## src/rtl/if_fetch_queue.sv

```systemverilog
// Instruction-fetch stage: SPARC-style PC/nPC pair with delayed/annulled redirect,
// feeding ID through a small FIFO of {pc, npc, instruction} entries.
module if_fetch_queue #(
  parameter int              XLEN     = 32,
  parameter int              ADDR_W   = 9,
  parameter int              DEPTH    = 2,
  parameter logic [XLEN-1:0] RESET_PC = '0
) (
  input  logic                    clk,
  input  logic                    R_n,
  output logic [ADDR_W-1:0]       imem_addr,
  input  logic [31:0]             imem_data,
  input  logic                    redirect,
  input  logic                    annul,
  input  logic [XLEN-1:0]         delay_pc,
  input  logic [XLEN-1:0]         target,
  input  logic                    id_ready,
  output logic                    id_valid,
  output logic [31:0]             id_instr,
  output logic [XLEN-1:0]         id_pc,
  output logic [XLEN-1:0]         id_npc,
  output logic [$clog2(DEPTH):0]  occupancy,
  output logic                    misalign
);

  localparam int              PTR_W   = $clog2(DEPTH);
  localparam int              OCC_W   = PTR_W + 1;
  localparam logic [OCC_W-1:0] DEPTH_C = OCC_W'(DEPTH);
  localparam logic [XLEN-1:0] FOUR    = XLEN'(4);

  logic [XLEN-1:0]  pc_q, pc_d;
  logic [XLEN-1:0]  npc_q, npc_d;
  logic [PTR_W-1:0] head_q, head_d;
  logic [PTR_W-1:0] tail_q, tail_d;
  logic [OCC_W-1:0] occ_q, occ_d;
  logic             misalign_q, misalign_d;

  logic [XLEN-1:0]  pcMem   [DEPTH];
  logic [XLEN-1:0]  npcMem  [DEPTH];
  logic [31:0]      instrMem[DEPTH];

  logic             notEmpty;
  logic             pop;
  logic             push;
  logic [XLEN-1:0]  delayAligned;
  logic [XLEN-1:0]  targetAligned;

  assign notEmpty      = (occ_q != '0);
  assign pop           = notEmpty & id_ready;
  assign push          = !redirect & ((occ_q < DEPTH_C) | pop);
  assign delayAligned  = {delay_pc[XLEN-1:2], 2'b00};
  assign targetAligned = {target[XLEN-1:2], 2'b00};

  always_comb begin
    pc_d       = pc_q;
    npc_d      = npc_q;
    head_d     = head_q;
    tail_d     = tail_q;
    occ_d      = occ_q;
    misalign_d = 1'b0;
    if (redirect) begin
      // Redirect flushes everything queued, including an entry ID takes this cycle.
      head_d     = '0;
      tail_d     = '0;
      occ_d      = '0;
      misalign_d = (delay_pc[1:0] != 2'b00) || (target[1:0] != 2'b00);
      if (annul) begin
        pc_d  = targetAligned;
        npc_d = targetAligned + FOUR;
      end else begin
        pc_d  = delayAligned;
        npc_d = targetAligned;
      end
    end else begin
      if (push) begin
        pc_d   = npc_q;
        npc_d  = npc_q + FOUR;
        tail_d = tail_q + 1'b1;
      end
      if (pop) begin
        head_d = head_q + 1'b1;
      end
      if (push && !pop) begin
        occ_d = occ_q + 1'b1;
      end else if (pop && !push) begin
        occ_d = occ_q - 1'b1;
      end
    end
  end

  always_ff @(posedge clk) begin
    if (!R_n) begin
      pc_q       <= RESET_PC;
      npc_q      <= RESET_PC + FOUR;
      head_q     <= '0;
      tail_q     <= '0;
      occ_q      <= '0;
      misalign_q <= 1'b0;
    end else begin
      pc_q       <= pc_d;
      npc_q      <= npc_d;
      head_q     <= head_d;
      tail_q     <= tail_d;
      occ_q      <= occ_d;
      misalign_q <= misalign_d;
    end
  end

  // Entry storage needs no reset: outputs are gated by the occupancy counter.
  always_ff @(posedge clk) begin
    if (R_n && push) begin
      pcMem[tail_q]    <= pc_q;
      npcMem[tail_q]   <= npc_q;
      instrMem[tail_q] <= imem_data;
    end
  end

  assign imem_addr = pc_q[ADDR_W-1:0];
  assign id_valid  = notEmpty;
  assign id_pc     = notEmpty ? pcMem[head_q]    : '0;
  assign id_npc    = notEmpty ? npcMem[head_q]   : '0;
  assign id_instr  = notEmpty ? instrMem[head_q] : '0;
  assign occupancy = occ_q;
  assign misalign  = misalign_q;

endmodule

```

## config.mk

```make
export PLATFORM = sky130hd
export DESIGN_NAME = if_fetch_queue
export DESIGN_NICKNAME = d
export VERILOG_FILES = /design/src/rtl/if_fetch_queue.sv
export SDC_FILE = /design/constraint.sdc
export NUM_CORES = 1
export LEC_CHECK = 0
export ABC_AREA = 1
export BUFFER_PORTS_ARGS = -buffer_cell sky130_fd_sc_hd__buf_2
export CORE_ASPECT_RATIO = 0.8
export CORE_MARGIN = 8
export CORE_UTILIZATION = 35
export DETAILED_ROUTE_END_ITERATION = 8
export HOLD_SLACK_MARGIN = 0.08
export PLACE_DENSITY = 0.53
export SYNTH_ARGS = -nofsm -noshare
export SYNTH_HDL_FRONTEND = slang
export SYNTH_SLANG_ARGS = --single-unit
export TNS_END_PERCENT = 100
```

## constraint.sdc

```tcl
create_clock -name clk -period 9.52 [get_ports clk]
set_input_delay 0.476 -clock clk [delete_from_list [all_inputs] [get_ports clk]]
set_output_delay 0.476 -clock clk [all_outputs]
set_load 0.005 [all_outputs]
```

==> impl_summary.log <==
[metrics] final core utilization: 42.7%
[metrics] first-pass GRT wire length: 56300 um
[metrics] initial antenna violation count: 0
[metrics] row count: 59
[metrics] sequential share of the synthesized area: 59.7%
[metrics] count of port buffers added during placement: a little over 200
[metrics] number of enable flip-flop cells after synthesis: 186
[metrics] fraction of post-synthesis cell area in the top cell type by area: roughly half
[metrics] iteration-0 DRC count of the detailed router: roughly 980
[metrics] pin count of the biggest net entering global routing: 95
[metrics] global router's overall resource usage: 18.4%
[metrics] core box area: 32600 um2
[metrics] required time at the worst-slack endpoint: 9.04 ns
[metrics] min-delay src: imem_data[31]
[metrics] maximum fanout along the worst path: 61
[metrics] Clock Skews: 0.0143 ns
[metrics] final period utilization: 34.6%
[metrics] worst relative slew slack: 25.7%
[metrics] post-CTS clock slew at the launch and capture registers of the worst setup and hold paths: ~0.060 ns
[metrics] power per standard cell area: 195 nW/um2
[metrics] peak supply drop: 0.138 mV
[metrics] result of the run: complete, no violations
[metrics] setup repair after global routing missed its margin: false
[metrics] number of buffers inserted by post-CTS setup repair: 0
[metrics] highest attainable clock frequency: 304 MHz
[metrics] fin cells: 1903
[metrics] H-tree levels: 1
[metrics] reg-to-reg startpoint: occupancy[0]
[metrics] startpoint types: flop
[metrics] number of vias per cell: 5.03
[metrics] combined area of all synthesized cells: roughly 12000 um2
[metrics] depth of the worst hold-timing path: 1
[metrics] layout cells sized above 1: just under 20%
[metrics] buffer depth of the longest clock path: 3
[metrics] routed wire length: 36800 um
[metrics] category of cells accounting for the largest share of critical-path delay: buffers and inverters
[metrics] total iterations of the first detailed-routing run: 5
[metrics] Synth cell types: 38
[metrics] Hold Slack: 0.107 ns
[metrics] clock tree from TritonCTS: done
[metrics] GRT busiest layer: met2
[metrics] Die Width: ~220 um
[metrics] worst flop-to-flop path endpoint: pcMem[0][21]
[metrics] total of hold buffers inserted after clock tree synthesis: 1
[metrics] remaining routing DRC violations: 0
[metrics] area overhead of the layout relative to synthesis: 19.9%
[metrics] final net count: about 1600
[metrics] Hold Vio Cnt, Final: 0
[metrics] setup slack of the worst register-to-register path: 6.88 ns
[metrics] worst skew pair latency: approximately 0.55 ns
[metrics] Worst Setup Path Type: reg -> out
[metrics] cell depth of the worst flop-to-flop path: 6
[metrics] Total Neg Setup Slack: 0 ns
[metrics] Synth Register Bits: roughly 250
[metrics] cell count after synthesis: 1283
[metrics] HPWL after DPL: approximately 26000 um
[metrics] antenna diode count: 0
[metrics] top cell type by total area after synthesis: edfxtp_1
[metrics] count of synthesis-stage warnings from yosys: 0
[metrics] via count of the first global-routing pass: 9364
[metrics] arrival time at the worst endpoint: 2.82 ns
[metrics] DRT antenna net count: 0
[metrics] crit-path max cell delay: 0.67 ns
[metrics] category of the worst setup path capture point: output pin
[metrics] number of violations of the max-capacitance limit: 0
[metrics] fraction of registers with async set or reset after synthesis: 0%
[metrics] cells along the critical path: inv_2 -> buf_4 -> nand2_1 -> a21oi_1 -> buf_2
[metrics] average wire per standard cell: 19.3 um
[metrics] die outline height: 179 um
[metrics] final count of pins violating max slew: 0
[metrics] shortest clock period the worst path allows after layout: 3.29 ns
[metrics] transition time at the pin with the least slew margin: 1.11 ns
[metrics] class of the tightest hold or removal check: in -> reg
[metrics] Clock Sink Count: 253
[metrics] met3 capacity usage during global routing: 3.51%
[metrics] Die Area: 39300 um2
[metrics] number of buffers and inverters on the critical path: 3
[metrics] terminating pin of the worst hold path: instrMem[0][31]
[metrics] number of cells upsized or downsized after cts: 0
[metrics] weighted congestion at the end of routability-driven global placement: 0.888
[metrics] via total after detailed routing: 9578
[metrics] final number of setup-violating endpoints: 0
[metrics] cts bufs inserted: 28
[metrics] root buffer cell: clkbuf_16
[metrics] syn_area_per_cell: slightly above 9 um2
[metrics] overflow left after global routing: 0
[metrics] reported leakage power: 5.63 nW
[metrics] starting density of the core: 35.6%
[metrics] cell count after placement: 1850
[metrics] met1 usage in global routing: roughly a quarter
[metrics] slowest library cell on the worst path: buf_4
[metrics] dominant synthesized flop cell: edfxtp_1
[metrics] num ports: 210
[metrics] met2 track demand over resource in global routing: 29.1%
[metrics] top cells by area in the synthesized netlist: edfxtp_1, nand2_1, dfxtp_1
cell families (layout without fill, tap and decap cells):
logic type	after synthesis	in the layout	synth area share, %
xor gates and xnor gates	8	8	0.604
other	1	2	0.0323
DFF	253	253	59.7
and+or+nand+nor	558	558	19.9
adders and majority gates	3	3	0.323
buffers and inverters	163	355	5.98
AOI/OAI and AO/OA	297	297	13.5
registers in the layout, indices dropped and copies added, names as in the netlist, named ones only:
| signal | flops |
|---|---|
| pcMem | 62 |
| pc_q | 31 |
| npcMem | 60 |
| misalign | 1 |
| tail_q | 1 |
| occupancy | 2 |
| head_q | 1 |
| instrMem | 64 |
| npc_q | 30 |
placed cells by master (no fill, tap or decap), types with 4 or more instances in the layout:
| cell type | synthesis | final |
|---|---|---|
| nor3_1 | 13 | 11 |
| a31oi_1 | 33 | 33 |
| nand3_1 | 59 | 59 |
| bufinv_16 | 0 | 5 |
| o21ai_1 | 4 | 4 |
| clkbuf_16 | 0 | 29 |
| dfxtp_1 | 67 | 66 |
| buf_4 | 15 | 11 |
| nor2_1 | 85 | 85 |
| inv_1 | 80 | 79 |
| inv_2 | 4 | 5 |
| clkbuf_8 | 0 | 4 |
| nor2_2 | 8 | 8 |
| nand3b_1 | 7 | 7 |
| o21ai_0 | 97 | 97 |
| edfxtp_1 | 186 | 186 |
| clkinv_2 | 0 | 4 |
| clkbuf_1 | 46 | 6 |
| buf_2 | 7 | 207 |
| nand2_1 | 368 | 368 |
| nand4_1 | 10 | 10 |
| xor2_1 | 6 | 6 |
| a21oi_1 | 149 | 149 |
power breakdown:
part / internal (mW) / total (mW) / switching, mW
combinational: 0.0916 / 0.264 / 0.173
clock: 0.724 / 1.16 / 0.439
sequential: 1.24 / 1.29 / 0.0428
total: 2.06 / 2.71 / 0.654
worst reg2reg max path, delay by kind of cell (launching register included):
kind / cells / cell delay (ns)
buffers and inverters: 2 / 1.25
flip-flops: 1 / 0.46
AND/OR/NAND/NOR: 4 / 0.47
Yosys cell counts, types with 4 or more instances:
library cell,count
edfxtp_1,186
nand3b_1,7
clkbuf_1,46
nor2_1,85
buf_1,7
inv_2,4
nand3_1,59
o21ai_0,97
nor3_1,13
a31oi_1,33
o21ai_1,4
dfxtp_1,67
a21oi_1,149
xor2_1,6
nor2_2,8
buf_2,7
nand4_1,10
nand2_1,368
inv_1,80
buf_4,15
per-stage QoR:
step | setup slack, ns | instance area [um2] | total power [mW]
5_1_grt | 5.94 | 13900 | 2.83
2_1_floorplan | 1.61 | 11600 | 1.45
3_3_place_gp | 5.79 | 12900 | 1.58
3_5_place_dp | 5.73 | 12900 | 1.58
4_1_cts | 6.11 | 13900 | 2.75
6_report | 6.23 | 13900 | 2.71
cell type report:
class | instances | area (um2)
Sequential cell | 253 | 6930
Clock inverter | 13 | 205
Inverter | 84 | 315
Fill cell | 3267 | 18700
Clock buffer | 39 | 803
Timing Repair Buffer | 219 | 1130
Tap cell | 427 | 534
Multi-Input combinational cell | 868 | 4000
routing by layer:
layer	part of all wire, %	vias up
met4	1.5	0
met5	0	-
met1	46	4570
met3	6.3	36
li1	-	4722
met2	46	250
worst max-delay path by stage:
stage	start	end	slack [ns]	depth (start not counted)
after floorplan	redirect	instrMem[0][0]	1.61	4
after CTS	flop	id_npc[7]	6.11	5
final	flop	id_pc[19]	6.23	5
after global routing	flop	id_npc[13]	5.94	5
after detailed placement	R_n	pcMem[0][23]	5.73	8
after global placement	R_n	pcMem[0][28]	5.79	8
(Power assumes the default switching activity.)
